[config.mk]
export PLATFORM = sky130hd
export DESIGN_NAME = nixie_scan_ctrl
export DESIGN_NICKNAME = d
export VERILOG_FILES = /design/src/rtl/nixie_pkg.sv /design/src/rtl/nixie_seg_encode.sv /design/src/rtl/nixie_scan_ctrl.sv
export SDC_FILE = /design/constraint.sdc
export NUM_CORES = 1
export LEC_CHECK = 0
export CORE_MARGIN = 1.5
export CORE_UTILIZATION = 30
export CTS_CLUSTER_DIAMETER = 200
export CTS_CLUSTER_SIZE = 30
export DETAILED_ROUTE_END_ITERATION = 12
export DONT_BUFFER_PORTS = 1
export PLACE_DENSITY_LB_ADDON = 0.12
export SYNTH_ARGS = -nofsm -noshare
export SYNTH_HDL_FRONTEND = slang
export SYNTH_SLANG_ARGS = --single-unit
[constraint.sdc]
create_clock -name clk -period 3.3 [get_ports clk]
set_input_delay 0.33 -clock clk [delete_from_list [all_inputs] [get_ports clk]]
set_output_delay 0.33 -clock clk [all_outputs]
set_load 0.05 [all_outputs]
[src/rtl/nixie_pkg.sv]
// rtl/nixie_pkg.sv - shared digit type, blank pattern and hex-to-segment table
//
// digit_t   : one display position {blank, dp, val}
// SEG_BLANK : all segments off (active-low)
// DIGIT_DARK: value every bank entry takes after reset
// hex_to_seg: active-low 7-segment pattern for a hex nibble, dp bit off
package nixie_pkg;

    typedef struct packed {
        logic       blank;
        logic       dp;
        logic [3:0] val;
    } digit_t;

    localparam logic [7:0] SEG_BLANK  = 8'hFF;
    localparam digit_t     DIGIT_DARK = 6'b10_0000;

    function automatic logic [7:0] hex_to_seg(input logic [3:0] v);
        logic [7:0] s;
        case (v)
            4'h0: s = 8'hC0;
            4'h1: s = 8'hF9;
            4'h2: s = 8'hA4;
            4'h3: s = 8'hB0;
            4'h4: s = 8'h99;
            4'h5: s = 8'h92;
            4'h6: s = 8'h82;
            4'h7: s = 8'hF8;
            4'h8: s = 8'h80;
            4'h9: s = 8'h90;
            4'hA: s = 8'h88;
            4'hB: s = 8'h83;
            4'hC: s = 8'hC6;
            4'hD: s = 8'hA1;
            4'hE: s = 8'h86;
            default: s = 8'h8E;
        endcase
        return s;
    endfunction

endpackage

[src/rtl/nixie_seg_encode.sv]
// rtl/nixie_seg_encode.sv - combinational digit_t to active-low segment pattern
//
// digit_i : digit entry to show
// seg_o   : {dp,g,f,e,d,c,b,a}, active-low; all off when the entry is blank
module nixie_seg_encode
    import nixie_pkg::*;
(
    input  digit_t     digit_i,
    output logic [7:0] seg_o
);

    logic [7:0] hex_seg;

    assign hex_seg = hex_to_seg(digit_i.val);

    always_comb begin
        seg_o = SEG_BLANK;
        if (!digit_i.blank) begin
            seg_o = {~digit_i.dp, hex_seg[6:0]};
        end
    end

endmodule

[src/rtl/nixie_scan_ctrl.sv]
// rtl/nixie_scan_ctrl.sv - 8-digit multiplexed 7-segment scan controller
//
// clk, rst_n        : system clock, asynchronous active-low reset
// en                : 1 = scan runs, 0 = scan frozen and display blanked
// wr_valid/wr_ready : host write handshake into the shadow bank
// wr_idx/wr_data    : digit position and hex value
// wr_dp/wr_blank    : decimal point on / digit dark
// num               : current digit index for the select decoder
// seg               : registered active-low segment pattern
// frame_done        : one-cycle pulse after num wraps 7->0
module nixie_scan_ctrl
    import nixie_pkg::*;
#(
    parameter int SCAN_DIV     = 50000,
    parameter int BLANK_CYCLES = 2
) (
    input  logic       clk,
    input  logic       rst_n,
    input  logic       en,
    input  logic       wr_valid,
    output logic       wr_ready,
    input  logic [2:0] wr_idx,
    input  logic [3:0] wr_data,
    input  logic       wr_dp,
    input  logic       wr_blank,
    output logic [2:0] num,
    output logic [7:0] seg,
    output logic       frame_done
);

    localparam int              PW         = $clog2(SCAN_DIV);
    localparam logic [PW-1:0]   PRESC_LAST = PW'(SCAN_DIV - 1);
    localparam logic [PW-1:0]   BLANK_END  = PW'(BLANK_CYCLES);

    logic [PW-1:0] presc_q, presc_d;
    logic [2:0]    num_q, num_d;
    logic [7:0]    seg_q, seg_d;
    logic          frame_done_q;
    logic          rdy_q;
    digit_t        shadow_q  [8];
    digit_t        display_q [8];

    logic          terminal;
    logic          commit;
    logic          wr_fire;
    digit_t        next_digit;
    logic [7:0]    enc_seg;

    assign terminal = en && (presc_q == PRESC_LAST);
    assign commit   = terminal && (num_q == 3'd7);
    // The commit edge copies the shadow bank; a write landing on that same
    // edge would be ambiguous, so it is held off by one cycle.
    assign wr_ready = rdy_q && !commit;
    assign wr_fire  = wr_valid && wr_ready;

    always_comb begin
        presc_d = presc_q;
        num_d   = num_q;
        if (en) begin
            if (terminal) begin
                presc_d = '0;
                num_d   = num_q + 3'd1;
            end else begin
                presc_d = presc_q + PW'(1);
            end
        end
    end

    // seg is registered, so encode the digit that will be current after the
    // edge, taking the commit on that same edge into account.
    assign next_digit = commit ? shadow_q[num_d] : display_q[num_d];

    nixie_seg_encode u_encode (
        .digit_i (next_digit),
        .seg_o   (enc_seg)
    );

    always_comb begin
        seg_d = enc_seg;
        if (!en || (presc_d < BLANK_END)) begin
            seg_d = SEG_BLANK;
        end
    end

    always_ff @(posedge clk or negedge rst_n) begin
        if (!rst_n) begin
            presc_q      <= '0;
            num_q        <= '0;
            seg_q        <= SEG_BLANK;
            frame_done_q <= 1'b0;
            rdy_q        <= 1'b0;
            for (int i = 0; i < 8; i++) begin
                shadow_q[i]  <= DIGIT_DARK;
                display_q[i] <= DIGIT_DARK;
            end
        end else begin
            presc_q      <= presc_d;
            num_q        <= num_d;
            seg_q        <= seg_d;
            frame_done_q <= commit;
            rdy_q        <= 1'b1;
            if (commit) begin
                for (int i = 0; i < 8; i++) begin
                    display_q[i] <= shadow_q[i];
                end
            end
            if (wr_fire) begin
                shadow_q[wr_idx] <= digit_t'({wr_blank, wr_dp, wr_data});
            end
        end
    end

    assign num        = num_q;
    assign seg        = seg_q;
    assign frame_done = frame_done_q;

endmodule

; Yosys cells after proc, flatten, opt, wreduce, memory -nomap -nowiden
; Memories as Yosys holds them, arrays and structs flattened.
; Index checks and enable logic that the tools add are counted.
[classes]
add_sub_neg = 2
n_mul = 0
div_mod_pow = 0
magnitude_cmp = 4
eq_ne = 2
n_shift = 0
n_mux = 16
bitwise = 3
n_reduce_logical = 8
[op_table]
columns = operator, count
row1 = 48-bit bitwise mux, 1
row2 = 6-bit binary-select mux with 3-bit select, 2
row3 = 6-bit two-way mux, 6
row4 = 16-bit two-way mux, 2
row5 = 6-bit demux with 3-bit select, 1
row6 = 16-bit by 1-bit adder with 16-bit output (second input constant), 1
row7 = 16-bit == test (second input constant), 1
row8 = 16-bit by 2-bit < comparator with 1-bit output (second input constant), 1
row9 = 8-bit two-way mux, 2
row10 = 4-bit >= comparator (second input constant), 2
row11 = 3-bit NOT with 4-bit output, 2
row12 = 3-bit two-way mux, 2
row13 = 1-bit logical AND, 5
row14 = 4-bit by 1-bit < comparator with 1-bit output (second input constant), 1
row15 = 3-bit by 1-bit adder with 3-bit output (second input constant), 1
row16 = 3-bit == test (second input constant), 1
row17 = 1-bit logical NOT, 2
row18 = 1-bit logical OR, 1
row19 = 1-bit NOT, 1
[word_totals]
ff_bits = 125
latch_bits = 0
ram_bits = 0
mem_bits_ro = 112
in_bits = 13
output_inout_bits = 13
wordCells = 89
memories = 1
[memory_table]
columns = memory, words, word_bits, rd, rd_clocked_by_memory_dff, write_ports, line
row1 = (name not given), 16, 7, 1, 0, 0, nixie_pkg.sv:20  ; case (v)

; Depth between registers and ports, before layout
[logic_depth]
ltp_word = 12
depth_mapped = 16
mapped_depth_nobuf = 14

; Modules after synthesis
; From an unflattened synthesis, not the netlist that was laid out.
[hier_totals]
hier_cells = 507
hier_area_um2 = 6791.5
[by_module_without_submodules]
columns = module, instances, cells_each, area_per_inst_um2, seq_area_each_um2
row1 = nixie_scan_ctrl, 1, 471, 6488.7, 3158.0
row2 = nixie_seg_encode, 1, 36, 302.8, 0.0

; Worst setup path before layout
; Ideal clock, no wire load.
[synth_timing]
path_kind = register to register
from = register num_q[1], in the netlist num[1]
to = register seg_q[1], in the netlist seg[1]
setup_time_ns = 0.085
arrival_time_ns = 3.331
required_ns = 3.215
path_slack_ns = -0.115
stages_incl_launch_ff = 13
path_buffers = 2
period_less_slack_ns = 3.415
path_cell_list = dfrtp_1 ha_1 buf_2 clkbuf_1 mux4_2 mux4_2 mux2_2 inv_1 ha_1 inv_1 mux2i_1 nand2_1 o211ai_2
[synth_via]
elab_chain_cells = 11
elab_cells_between_ends = 16
cone_classes = 1 x add/sub / 1 x eq/ne / 11 x mux / 1 x bitwise / 1 x reduce/logical / 1 x memory
[synth_lines]
columns = element, line
row1 = start: declaration, nixie_scan_ctrl.sv:36  ; logic [2:0] num_q, num_d;
row2 = start signal: assignment, nixie_scan_ctrl.sv:98  ; num_q <= num_d;
row3 = 3-bit by 1-bit adder with 3-bit output, nixie_scan_ctrl.sv:62  ; num_d = num_q + 3'd1;
row4 = 3-bit two-way mux, nixie_scan_ctrl.sv:60  ; if (terminal) begin
row5 = 3-bit two-way mux, nixie_scan_ctrl.sv:59  ; if (en) begin
row6 = 3-bit NOT with 4-bit output (implied by the code), nixie_scan_ctrl.sv:71  ; assign next_digit = commit ? shadow_q[num_d] : display_q[num_d];
row7 = 6-bit binary-select mux with 3-bit select, nixie_scan_ctrl.sv:71
row8 = 6-bit two-way mux (implied by the code) (2 in series), nixie_scan_ctrl.sv:71
row9 = 6-bit two-way mux *, nixie_scan_ctrl.sv:71
row10 = memory read 16 x 7 bit, --
row11 = 8-bit two-way mux *, nixie_seg_encode.sv:18  ; if (!digit_i.blank) begin
row12 = 8-bit two-way mux *, nixie_scan_ctrl.sv:80  ; if (!en || (presc_d < BLANK_END)) begin
row13 = net seg_d[1], nixie_scan_ctrl.sv:37  ; logic [7:0] seg_q, seg_d;
row14 = end signal: assignment, nixie_scan_ctrl.sv:99  ; seg_q <= seg_d;
row15 = end: declaration, nixie_scan_ctrl.sv:37
; The timed path passes the listed nets; every way through them passes the cells marked *. The select of a mux whose other input is x is not followed.
; A chain may end at the register's enable or synchronous reset.

; Final worst setup path
[layout_timing]
from = register presc_q[8]
to = register seg_q[5], in the netlist seg[5]
[layout_via]
elab_chain_cells = 12
elab_cells_between_ends = 21
cone_classes = 1 x add/sub / 1 x order compare / 1 x eq/ne / 13 x mux / 1 x bitwise / 3 x reduce/logical / 1 x memory
[layout_lines]
columns = element, line
row1 = start: declaration, nixie_scan_ctrl.sv:35  ; logic [PW-1:0] presc_q, presc_d;
row2 = start signal: assignment, nixie_scan_ctrl.sv:97  ; presc_q <= presc_d;
row3 = 16-bit == test, nixie_scan_ctrl.sv:49  ; assign terminal = en && (presc_q == PRESC_LAST);
row4 = 1-bit logical AND, nixie_scan_ctrl.sv:49
row5 = 3-bit two-way mux, nixie_scan_ctrl.sv:60
row6 = 3-bit two-way mux, nixie_scan_ctrl.sv:59
row7 = 3-bit NOT with 4-bit output (implied by the code), nixie_scan_ctrl.sv:71
row8 = 6-bit binary-select mux with 3-bit select, nixie_scan_ctrl.sv:71
row9 = 6-bit two-way mux (implied by the code) (2 in series), nixie_scan_ctrl.sv:71
row10 = 6-bit two-way mux, nixie_scan_ctrl.sv:71
row11 = memory read 16 x 7 bit, --
row12 = 8-bit two-way mux, nixie_seg_encode.sv:18
row13 = 8-bit two-way mux *, nixie_scan_ctrl.sv:80
row14 = net seg_d[5], nixie_scan_ctrl.sv:37
; Marks and branches as above.

==> results.md <==
- Clock transition at path regs: 60 ps
- Share of post-route cells with drive strength above 1: 28.7%
- Hold EP: shadow_q[1]
- Worst-Skew Late Latency: 430 ps
- Slew @ Worst Pin: 978 ps
- WP buf/inv: 1
- Vias in the first global route: 4789
- Synth Warn #: 0
- Largest net degree at the start of global routing: 126
- Seq. cell area: 0.00316 mm^2
- Pwr dens: 551 mW/mm^2
- Worst Setup Path Type: reg2reg
- WP data arrival: 3460 ps
- CTS tree: yes
- Initial antenna violation count: 0
- Final Hold Fails: 0
- First-pass GRT wire length: 27.2 mm
- CP peak stage delay: 480 ps
- CTS Buf Count: 17
- Input/output buffers: 0
- Placement Rows: 54
- Post-synthesis sequential area ratio: 47.8%
- Area of the multi-input gates: 0.00326 mm^2
- Critical-path maximum fanout: 8
- Slew Viols, Final: 0
- Critical Path RT: 3640 ps
- Root Driver: clkbuf_16
- Tmin final: 3110 ps
- Setup TNS: 0 ps
- CP Launch Type: register
- Nets@finish: 678
- Mapped cell area: 0.00660 mm^2
- Peak Freq: 321 MHz
- Synth area leaders: dfrtp_1 (38%), nand2_1 (11%), dfstp_2 (9.6%)
- #FFs+latches synth: 125
- Syn Area/Cell: 10.4 um^2
- Startpoint of the worst hold path: wr_data[1]
- Area fraction of the dominant cell type after synthesis: 38.3%
- Reg2reg start: presc_q[8]
- Flop2flop setup slack: 190 ps
- Number of synthesized flops with an enable pin: 0
- Worst Hold Depth: 2
- Reg2Reg Depth: 12
- Max clock buf depth: 2
- Max_slew headroom: 34.4%
- Final GP Congestion: 0.863
- Clock sink count: 125
- WL final: 17.2 mm
- Diode count: 0
- Die Y: 151 um
- Final cycle utilization of the critical path: 94.4%
- Post-route DRC: 0
- Total gr overflow: 0
- Post-DP HPWL: 11.7 mm
- CP Capture Type: register
- Drt wl/cell: 18.2 um
- Global Route Usage Sum: 16.2%
- CP max-delay cell: dfrtp_1
- Setup Viol. Count Final: 0
- Syn nets: 659
- DR vias: 4702
- Top-count cell post-synth: nand2_1
- Fillers: 2164
- Die width: 151 um
- Max VDD drop: 0.232 mV
- Unique cell type count in the Yosys netlist: 63
- Pleak: 3.46 nW
- Cell Chain, Critical Path: and4b_1 > nand4_1 > o21ai_0 > and2_2 > a32oi_1 > a211oi_1 > a31o_4 > inv_1 > ha_1 > mux2_2 > nand2_1 > o211ai_2
- Reg-to-reg endpoint: seg[5]
- First-pass detailed-route iteration total: 4
- H-Tree Depth: 4
- Area delta synth->final: 16.3%
- Core Util, Final: 35.4%
- Status: complete, no violations
- CP delay by family, top: compound AO/OA/AOI/OAI gates
- Post-detailed-route count of antenna-violating nets: 0
- Core region area: 0.0217 mm^2
- Initial Utilization: 30.4%
- Hold Crit Class: in2reg
- FFs w/ async S/R, synth: 100%
- Post-synth top cells: nand2_1 (187), dfrtp_1 (101), mux2_2 (54)
- Synth Instances: 636
- Die ar.: 0.0229 mm^2
- Top-Level Pins: 26
- Top FF cell, synth: dfrtp_1
- DR iter-0 viols: 299
- Vias/cell: 4.96
- Area leader, netlist: dfrtp_1
- Max Cap Viol: 0
- Layout Skew: 14.0 ps
cell type report:
cell class / instances / share of cell area, %
Clock buffer: 19 / 6.05
Clock inverter: 13 / 1.48
Inverter: 15 / 0.733
Multi-Input combinational cell: 464 / 42.5
Sequential cell: 125 / 41.2
Tap cell: 280 / 4.56
Timing Repair Buffer: 32 / 3.50
layout by cell type (no fill, tap or decap), types with 3 or more instances in the layout:
master / n
clkbuf_16: 18
inv_4: 3
nand2_1: 187
a22oi_1: 7
and2_1: 3
a211oi_1: 7
inv_1: 13
o21ai_0: 15
mux2i_1: 18
buf_4: 28
nand2b_1: 12
mux2_2: 54
nor4_1: 4
nor2_1: 21
xor2_1: 5
o211ai_2: 4
dfstp_2: 24
a211o_1: 3
mux4_2: 19
and3_1: 4
dfrtp_1: 99
nand4_1: 4
nand3_2: 3
and4b_1: 3
inv_6: 5
ha_1: 10
nand3_1: 15
xnor2_1: 5
a21oi_1: 9
inv_8: 3
nor3_1: 6
registers in the layout, indices dropped and copies added, names as in the netlist:
register	flops
display_q	48
frame_done	1
num	3
presc_q	16
rdy_q	1
seg	8
shadow_q	48
repair_timing:
item,in CTS,in global routing
endpoints found under the hold margin,126,0
buffers inserted,0,1
hold buffers,3,0
setup endpoints to repair,0,5
gates resized for setup,0,9
worst max path at each step:
| stage | to | startpoint | cells past startpoint | slack, ps |
|---|---|---|---|---|
| 2_1_floorplan | seg[1] | num[1] | 12 | 20 |
| 3_3_place_gp | seg[4] | presc_q[0] | 10 | 200 |
| 3_5_place_dp | seg[5] | presc_q[11] | 12 | 100 |
| 4_1_cts | seg[5] | presc_q[11] | 12 | 60 |
| 5_1_grt | seg[5] | presc_q[6] | 12 | -10 |
| 6_report | seg[5] | presc_q[8] | 12 | 190 |
per-stage QoR:
stage / std cells / worst slack [ps] / hold slack [ps] / power (mW) / area, um^2
CTS: 947 / 64.8 / 19.9 / 4.29 / 7640
floorplan: 636 / 23.3 / 34.4 / 2.24 / 6600
detailed placement: 912 / 103 / 46.0 / 2.38 / 7020
global placement: 912 / 201 / 43.9 / 2.37 / 7020
global route: 948 / -11.6 / 18.8 / 4.44 / 7680
finish: 948 / 186 / 38.7 / 4.23 / 7680
layer usage:
| layer | wire length (um) | vias up | part of all wire [%] | global-route usage, % |
|---|---|---|---|---|
| met5 | 0 | - | 0 | 0 |
| met4 | 216 | 0 | 1.3 | 5.15 |
| met3 | 681 | 15 | 4.0 | 4.55 |
| met2 | 8300 | 67 | 48 | 25.7 |
| met1 | 8030 | 2359 | 47 | 21.2 |
| li1 | - | 2261 | - | - |
kinds of logic after synthesis:
group	count (synthesis)	share of synthesized area [%]
compound gates	65	7.05
xor+xnor	10	1.33
fa+ha+maj	10	1.90
buf+inv	47	3.17
flops	125	47.8
mux	91	18.4
other cells	1	0.0568
simple gates	287	20.2
power by group:
group	leakage (nW)	switching, mW	total (mW)	internal (mW)
registers	1.56	0.176	1.91	1.73
clock network	0.291	0.789	1.84	1.06
logic	1.61	0.231	0.476	0.246
(Power assumes the default switching activity.)
